$ cat src/rtl/pc_trace_buf.sv
// Circular trace buffer for the execute-stage PC: records PC changes, freezes
// a programmable number of samples after a trigger, then drains oldest-first.
//
// state | meaning
// IDLE  | cleared, waiting for trc_en
// RUN   | capturing, waiting for trig
// POST  | capturing, pcnt samples left before freezing
// HOLD  | frozen, buffer readable over rd_*
module pc_trace_buf #(
    parameter int AW   = 4,
    parameter int PC_W = 32
) (
    input  logic            clk,
    input  logic            rst,
    input  logic [PC_W-1:0] ie_pc,
    input  logic            ie_pc_vld,
    input  logic            trc_en,
    input  logic            trc_clr,
    input  logic            trig,
    input  logic [7:0]      post_cnt,
    output logic            rd_vld,
    input  logic            rd_rdy,
    output logic [PC_W-1:0] rd_data,
    output logic [AW:0]     trc_cnt,
    output logic            trc_ovf,
    output logic [1:0]      trc_state
);

    typedef enum logic [1:0] {
        IDLE = 2'd0,
        RUN  = 2'd1,
        POST = 2'd2,
        HOLD = 2'd3
    } state_t;

    localparam int DEPTH = 1 << AW;
    localparam logic [AW:0] FULL_CNT = {1'b1, {AW{1'b0}}};

    state_t          state_q, state_d;
    logic [AW-1:0]   wr_ptr_q, wr_ptr_d;
    logic [AW-1:0]   rd_ptr_q, rd_ptr_d;
    logic [AW:0]     cnt_q, cnt_d;
    logic            ovf_q, ovf_d;
    logic [7:0]      pcnt_q, pcnt_d;
    logic [PC_W-1:0] last_pc_q, last_pc_d;
    logic            first_q, first_d;

    logic [PC_W-1:0] mem [DEPTH];

    logic capturing;
    logic qual;
    logic xfer;

    assign capturing = ((state_q == RUN) || (state_q == POST)) && trc_en && !trc_clr;
    assign qual      = capturing && ie_pc_vld && (first_q || (ie_pc != last_pc_q));
    assign rd_vld    = (state_q == HOLD) && (cnt_q != '0);
    assign xfer      = rd_vld && rd_rdy && !trc_clr;
    assign rd_data   = mem[rd_ptr_q];
    assign trc_cnt   = cnt_q;
    assign trc_ovf   = ovf_q;
    assign trc_state = state_q;

    always_comb begin
        state_d   = state_q;
        wr_ptr_d  = wr_ptr_q;
        rd_ptr_d  = rd_ptr_q;
        cnt_d     = cnt_q;
        ovf_d     = ovf_q;
        pcnt_d    = pcnt_q;
        last_pc_d = last_pc_q;
        first_d   = first_q;

        if (qual) begin
            wr_ptr_d  = wr_ptr_q + 1'b1;
            last_pc_d = ie_pc;
            first_d   = 1'b0;
            // When full, the oldest entry is overwritten so the read side moves too.
            if (cnt_q == FULL_CNT) begin
                rd_ptr_d = rd_ptr_q + 1'b1;
                ovf_d    = 1'b1;
            end else begin
                cnt_d = cnt_q + 1'b1;
            end
        end

        if (xfer) begin
            rd_ptr_d = rd_ptr_q + 1'b1;
            cnt_d    = cnt_q - 1'b1;
        end

        case (state_q)
            IDLE: begin
                if (trc_en) begin
                    state_d = RUN;
                    first_d = 1'b1;
                end
            end
            RUN: begin
                if (!trc_en) begin
                    state_d = HOLD;
                end else if (trig) begin
                    if (post_cnt == 8'd0) begin
                        state_d = HOLD;
                    end else begin
                        state_d = POST;
                        pcnt_d  = post_cnt;
                    end
                end
            end
            POST: begin
                if (!trc_en) begin
                    state_d = HOLD;
                end else if (qual) begin
                    pcnt_d = pcnt_q - 8'd1;
                    if (pcnt_q == 8'd1) state_d = HOLD;
                end
            end
            HOLD: begin
                state_d = HOLD;
            end
            default: state_d = IDLE;
        endcase

        if (trc_clr) begin
            state_d   = IDLE;
            wr_ptr_d  = '0;
            rd_ptr_d  = '0;
            cnt_d     = '0;
            ovf_d     = 1'b0;
            pcnt_d    = '0;
            last_pc_d = '0;
            first_d   = 1'b0;
        end
    end

    always_ff @(posedge clk or posedge rst) begin
        if (rst) begin
            state_q   <= IDLE;
            wr_ptr_q  <= '0;
            rd_ptr_q  <= '0;
            cnt_q     <= '0;
            ovf_q     <= 1'b0;
            pcnt_q    <= '0;
            last_pc_q <= '0;
            first_q   <= 1'b0;
        end else begin
            state_q   <= state_d;
            wr_ptr_q  <= wr_ptr_d;
            rd_ptr_q  <= rd_ptr_d;
            cnt_q     <= cnt_d;
            ovf_q     <= ovf_d;
            pcnt_q    <= pcnt_d;
            last_pc_q <= last_pc_d;
            first_q   <= first_d;
        end
    end

    // Storage is intentionally not reset; rd_data is only meaningful with rd_vld.
    always_ff @(posedge clk) begin
        if (qual) mem[wr_ptr_q] <= ie_pc;
    end

endmodule

$ cat config.mk
export PLATFORM = sky130hd
export DESIGN_NAME = pc_trace_buf
export DESIGN_NICKNAME = d
export VERILOG_FILES = /design/src/rtl/pc_trace_buf.sv
export SDC_FILE = /design/constraint.sdc
export NUM_CORES = 1
export LEC_CHECK = 0
export CAP_MARGIN = 10
export CORE_MARGIN = 2
export CORE_UTILIZATION = 50
export DETAILED_ROUTE_END_ITERATION = 8
export GPL_TIMING_DRIVEN = 1
export MAX_ROUTING_LAYER = met4
export PLACE_DENSITY = 0.7
export SYNTH_ARGS = -nofsm -noshare
export SYNTH_HDL_FRONTEND = slang
export SYNTH_SLANG_ARGS = --single-unit
$ cat constraint.sdc
create_clock -name clk -period 4.9 [get_ports clk]
set_input_delay 1.47 -clock clk [delete_from_list [all_inputs] [get_ports clk]]
set_output_delay 1.47 -clock clk [all_outputs]
set_load 0.1 [all_outputs]
==> summary.txt, run 1 <==
==========================================================================
Layout Area Growth over Synthesis ...........................        15.6%
Synth Warn # ................................................            0
Run status .................................................. finished clean
PD cells ....................................................   386 nW/µm²
Number of detailed-route iterations in the first pass .......            5
Number of rows in the core area .............................           78
Cell area after synthesis ...................................    23100 µm²
Time the final worst path needs with I/O delays and setup ...      4510 ps
Async set-or-reset flop fraction in the synthesized netlist .        10.0%
Share of layout cells above drive strength 1 ................        26.7%
Accumulated negative setup slack ............................         0 ps
Final worst clock skew ......................................      25.4 ps
Clock root buffer master ....................................    clkbuf_16
Max-cap violations ..........................................            0
Post-layout instance area ...................................    26700 µm²
Proportion of synthesized chip area in sequential cells .....        72.8%
Antenna violations before repair ............................            1
Post CTS Setup Buffer Count .................................            0
Max transition margin .......................................        30.1%
Area of the die .............................................    47900 µm²
Count of cell types in the netlist ..........................           63
Most common cell after layout, fill and taps aside ..........     edfxtp_1
Final Hold Violating Endpoints ..............................            0
Clock latency on the worst-skew pair ........................       610 ps
Kind of critical path .......................................   reg -> out
Unrepaired setup endpoints after global routing .............           no
Pin count of the biggest net entering global routing ........           60
Core Area ...................................................    45500 µm²
Post-layout worst setup margin ..............................       387 ps
Post-detailed-placement half-perimeter wirelength ...........     34400 µm
Via count of the first global-routing pass ..................        11900
Net count, final ............................................         1365
Final estimated routing congestion in global placement ......        0.876
Number of I/O pins ..........................................           88
Total routing usage reported by global routing ..............        23.4%
Cell count after synthesis ..................................         1164
Most frequently used flop master after synthesis ............     edfxtp_1
DRC Markers .................................................            0
Leakage Power ...............................................   0.00857 µW
Hold_buf cts ................................................            0
Critical path data arrival time .............................      3040 ps
Setup Slack @ Placement .....................................       142 ps
Post-DR wirelength/cell .....................................      27.1 µm
Worst setup SP type .........................................    flip-flop
Core Util, Final ............................................        58.7%
Net count after synthesis ...................................         1227
IR drop worst, VDD ..........................................     0.267 mV
Detailed-route vias per instance ............................         6.20
Die width ...................................................       219 µm
Worst Path Required .........................................      3430 ps
Global-route wire length before repair ......................     78800 µm
Register bit count reported by yosys ........................          569
Antenna diode instance count ................................            0
TritonCTS clock tree ........................................          yes
Endpoints failing setup .....................................            0
Number of clock buffers inserted by TritonCTS ...............           55
Instance area at placement ..................................    25000 µm²
Die extent in y .............................................       219 µm
Slew at the pin closest to its max-slew limit ...............      1050 ps
Aggregate global routing overflow ...........................            0
H-tree depth reported by CTS ................................            2
Number of synthesized flops with an enable pin ..............          512
Fmax ........................................................    0.222 GHz
Number of sinks on the clock net ............................          569
Post-route clock period utilization .........................        92.1%
Syn_area_per_cell ...........................................     19.8 µm²
Critical Path Slowest Stage Cell ............................      dfrtp_4
Class of the most critical hold timing path .................   reg -> reg
Clock Pin Slew Worst Setup and Hold Paths ...................        60 ps
Max-slew violations .........................................            0
Post-route antenna net violation count ......................            0
Count of port buffers added during placement ................           87
Iter 0 DRT Violations .......................................         1372
Critical Path Sink Type ..................................... primary output
Peak fanout along the critical path .........................           29
Count of vias placed by the detailed router .................        12100
Total of cells resized after clock tree synthesis ...........            0
Crit-path cells ............................................. buf_4 > mux4_2 > mux4_2 > buf_4
Total Wirelength ............................................     52800 µm
Max Buffers Root-to-Sink ....................................            3
Commonest cells after routing, fill and taps aside .......... 512 x edfxtp_1, 160 x mux4_2, 86 x buf_4
Biggest cell delay along the critical path ..................       740 ps
Initial cell density of the core ............................        50.8%
==========================================================================
## cell families after synthesis
kind of cell               count (synthesis)  share of synthesized area (%)
xor gates and xnor gates                  34                           1.29
and+or+nand+nor                          200                           4.89
AOI/OAI and AO/OA                         96                           2.79
adders and majority gates                 16                          0.899
muxes                                    165                           15.9
DFF                                      569                           72.8
buffers and inverters                     84                           1.52
## per-stage QoR
stage,std cells,hold slack (ps),total power [µW]
global route,1946,546,10600
global placement,1845,507,6330
floorplan,1164,510,6010
detailed placement,1845,508,6340
finish,1946,526,10300
CTS,1946,528,10400
## registers in the layout, indices dropped and copies added, names as in the netlist
| name | cells |
|---|---|
| trc_cnt | 5 |
| trc_ovf | 1 |
| first_q | 1 |
| wr_ptr_q | 4 |
| rd_ptr_q | 4 |
| trc_state | 2 |
| pcnt_q | 8 |
| last_pc_q | 32 |
| mem | 512 |
## critical path, delay by kind of cell, from the launching register on
kind                   cells  cell delay, ps
buffers and inverters      2             700
multiplexers               2             970
flip-flops                 1             740
## cell type report
type | count | area [µm²]
clock buffer | 72 | 1470
tap | 600 | 751
clock inverter | 29 | 250
timing repair buffer | 147 | 1320
multi-input combinational | 511 | 6020
sequential | 569 | 16800
fill | 3327 | 18800
inverter | 18 | 67.6
## where the power goes
group,internal [µW],switching [µW]
sequential,5360,58.4
clock,2320,1740
combinational,263,569
total,7940,2370
## synthesized netlist by cell type, drive strengths merged (2+ instances only)
cell / count / share of area, %
a22oi: 2 / 0.065
nand3: 47 / 1.0
o21ai: 38 / 0.82
a21oi: 10 / 0.22
nor3b: 3 / 0.098
mux2: 3 / 0.16
inv: 17 / 0.28
and3: 6 / 0.17
dfrtp: 57 / 6.2
and4: 9 / 0.34
o2bb2ai: 2 / 0.076
xnor2: 7 / 0.27
a41oi: 2 / 0.076
and4b: 9 / 0.39
or4: 7 / 0.23
buf: 21 / 0.50
xor2: 27 / 1.0
mux2i: 2 / 0.087
mux4: 160 / 16
clkbuf: 45 / 0.73
nor4: 15 / 0.43
nor3: 9 / 0.20
ha: 15 / 0.81
a31oi: 7 / 0.19
nand2b: 8 / 0.22
o31a: 2 / 0.076
nor2: 14 / 0.24
nor2b: 14 / 0.38
a211oi: 2 / 0.065
a21o: 3 / 0.098
o31ai: 5 / 0.21
edfxtp: 512 / 67
o311ai: 2 / 0.076
o21a: 3 / 0.098
a2111oi: 3 / 0.14
and2: 2 / 0.054
nand2: 48 / 0.78
o32ai: 6 / 0.23
nor4bb: 5 / 0.22
## per-layer routing
| metal | up-vias | GRT usage [%] | share of wire [%] |
|---|---|---|---|
| met3 | 63 | 4.27 | 9.3 |
| met2 | 543 | 31.9 | 44 |
| met4 | 0 | 6.19 | 2.0 |
| li1 | 5103 | - | - |
| met5 | - | - | 0 |
| met1 | 6354 | 36.6 | 44 |
## path summary, 6_finish.rpt
check / start / to / slack [ps] / cells past startpoint
max: rd_ptr_q[1] / rd_data[17] / 390 / 4
min: trc_ovf / trc_ovf / 530 / 2
max reg2reg: trc_cnt[1] / trc_cnt[4] / 1750 / 11
min reg2reg: trc_ovf / trc_ovf / 530 / 2
max in group asynchronous: rst / last_pc_q[1] / 2720 / 3
min in group asynchronous: rst / pcnt_q[4] / 1320 / 2
Power figures use the tool's default switching activity.
==> inputs of run 2 (changes only) <==
--- a/config.mk
+++ b/config.mk
@@ -5,6 +5,7 @@
 export SDC_FILE = /design/constraint.sdc
 export NUM_CORES = 1
 export LEC_CHECK = 0
+export ABC_CLOCK_PERIOD_IN_PS = 4900
 export CAP_MARGIN = 10
 export CORE_MARGIN = 2
 export CORE_UTILIZATION = 50
@@ -12,6 +13,7 @@
 export GPL_TIMING_DRIVEN = 1
 export MAX_ROUTING_LAYER = met4
 export PLACE_DENSITY = 0.7
+export SLEW_MARGIN = 10
 export SYNTH_ARGS = -nofsm -noshare
 export SYNTH_HDL_FRONTEND = slang
 export SYNTH_SLANG_ARGS = --single-unit
==> constraint.sdc (replaced) <==
create_clock -name clk -period 4.9 [get_ports clk]
set_input_delay 0.49 -clock clk [delete_from_list [all_inputs] [get_ports clk]]
set_output_delay 0.49 -clock clk [all_outputs]
set_load 0.1 [all_outputs]
==> summary.txt, run 2 (same netlist as run 1, synthesis figures left out) <==
========================================================================
Run status ................................................ finished clean
Layout Area Growth over Synthesis .........................        16.5%
Critical path data arrival time ...........................      3670 ps
Endpoint of the most critical register-to-register path ...    mem[9][0]
Net count, final ..........................................         1374
Worst setup path start ....................................  rd_ptr_q[1]
Post CTS Setup Buffer Count ...............................            0
Unrepaired setup endpoints after global routing ...........           no
Crit-path cells ........................................... mux4_2 > mux4_2 > clkdlybuf4s50_1
Flip-flop count of the largest register after layout ......          512
Count of vias placed by the detailed router ...............        12000
Cell family with most CP delay ............................   flip-flops
Aggregate global routing overflow .........................            0
Regs by FF count .......................................... mem x512, last_pc_q x32, pcnt_q x8
Core Util, Final ..........................................        59.2%
Leakage Power .............................................   0.00866 µW
Max transition margin .....................................        33.6%
Max-slew violations .......................................            0
Clock Pin Slew Worst Setup and Hold Paths .................        60 ps
H-tree depth reported by CTS ..............................            2
Peak fanout along the critical path .......................           57
DRC Markers ...............................................            0
Post-route clock period utilization .......................        84.8%
Clock root buffer master ..................................    clkbuf_16
Iter 0 DRT Violations .....................................         1324
Reg2Reg Setup Slack .......................................      1720 ps
Number of detailed-route iterations in the first pass .....            7
Count of port buffers added during placement ..............           87
Core Area .................................................    45500 µm²
Depth of the worst register-to-register path ..............            7
Antenna diode instance count ..............................            0
Post-detailed-placement half-perimeter wirelength .........     31600 µm
Buffers and inverters on the worst path ...................            1
Antenna violations before repair ..........................            2
Instance area at placement ................................    25100 µm²
Number of rows in the core area ...........................           78
Initial cell density of the core ..........................        50.8%
Max Buffers Root-to-Sink ..................................            3
Max-cap violations ........................................            0
Area of the die ...........................................    47900 µm²
Number of clock buffers inserted by TritonCTS .............           55
Pin count of the biggest net entering global routing ......           58
Final estimated routing congestion in global placement ....        0.887
Total routing usage reported by global routing ............        23.4%
Endpoints failing setup ...................................            0
Kind of critical path .....................................   reg -> out
Die width .................................................       219 µm
Fmax ......................................................    0.241 GHz
Time the final worst path needs with I/O delays and setup .      4160 ps
Worst Setup EP ............................................   rd_data[0]
Worst hold slack after final layout .......................       433 ps
Accumulated negative setup slack ..........................         0 ps
Number of sinks on the clock net ..........................          569
Post-layout instance area .................................    26900 µm²
IR drop worst, VDD ........................................     0.269 mV
Final Hold Violating Endpoints ............................            0
Share of layout cells above drive strength 1 ..............        26.7%
Die extent in y ...........................................       219 µm
Via count of the first global-routing pass ................        12200
Critical Path Slowest Stage Cell ..........................      dfrtp_4
Total of cells resized after clock tree synthesis .........            0
Final worst clock skew ....................................      14.5 ps
Critical Path Sink Type ................................... primary output
Detailed-route vias per instance ..........................         6.13
Most common cell after layout, fill and taps aside ........     edfxtp_1
Clock latency on the worst-skew pair ......................       590 ps
Commonest cells after routing, fill and taps aside ........ 512 x edfxtp_1, 160 x mux4_2, 81 x buf_4
PD cells ..................................................   386 nW/µm²
Biggest cell delay along the critical path ................      1040 ps
Global-route wire length before repair ....................     79000 µm
Number of I/O pins ........................................           88
Post-layout total power ...................................     10400 µW
Slew at the pin closest to its max-slew limit .............       993 ps
TritonCTS clock tree ......................................          yes
Dominant cell type by count on the critical path ..........       mux4_2
Worst setup SP type .......................................    flip-flop
Post-route antenna net violation count ....................            0
Hold_buf cts ..............................................            0
Class of the most critical hold timing path ...............  in -> async
Reg-to-reg startpoint ..................................... last_pc_q[12]
Worst Path Required .......................................      4410 ps
Top reg by flops ..........................................          mem
Worst path depth ..........................................            3
Total Wirelength ..........................................     52500 µm
Post-DR wirelength/cell ...................................      26.8 µm
========================================================================
==> run 2: layer usage <==
layer | global-route usage (%) | part of all wire (%) | up-vias
met4 | 5.11 | 1.8 | 0
met3 | 3.81 | 7.4 | 60
met1 | 34.1 | 43 | 6320
li1 | - | - | 5117
met2 | 35.6 | 48 | 486
met5 | - | 0 | -
==> run 2: cell type report <==
| type | instances | area, µm² |
|---|---|---|
| clock buffers | 75 | 1520 |
| clock inverters | 26 | 243 |
| fillers | 3321 | 18600 |
| inverters | 18 | 67.6 |
| multi-input cells | 511 | 6020 |
| flip-flops and latches | 569 | 16800 |
| well taps | 600 | 751 |
| repair buffers | 156 | 1490 |
==> run 2: worst min path at each step <==
stage | from | to | slack (ps) | cells after the start
floorplan | first_q | first_q | 510 | 2
global placement | trc_ovf | trc_ovf | 490 | 2
detailed placement | trc_ovf | trc_ovf | 510 | 2
CTS | rst | trc_cnt[2] | 440 | 3
global route | rst | trc_cnt[2] | 510 | 3
finish | rst | trc_cnt[0] | 430 | 3
==> run 2: worst register-to-register path, stage by stage (launching register included) <==
cell     delay [ps]
dfrtp_1         390
xor2_1          190
or4_1           560
nor4_2          400
and3_2          460
nor2_4          200
and4b_2         490
buf_12          230
==> run 2: stage by stage <==
stage	instances	worst slack, ps
6_report	1955	744
3_5_place_dp	1854	786
3_3_place_gp	1854	866
2_1_floorplan	1164	445
4_1_cts	1955	688
5_1_grt	1955	647
==> run 2: power by group <==
group / internal, µW / total (µW) / leakage, µW / switching, µW
clock network: 2430 / 4150 / 0.000865 / 1720
registers: 5360 / 5420 / 0.00538 / 56.6
logic: 257 / 808 / 0.00241 / 551
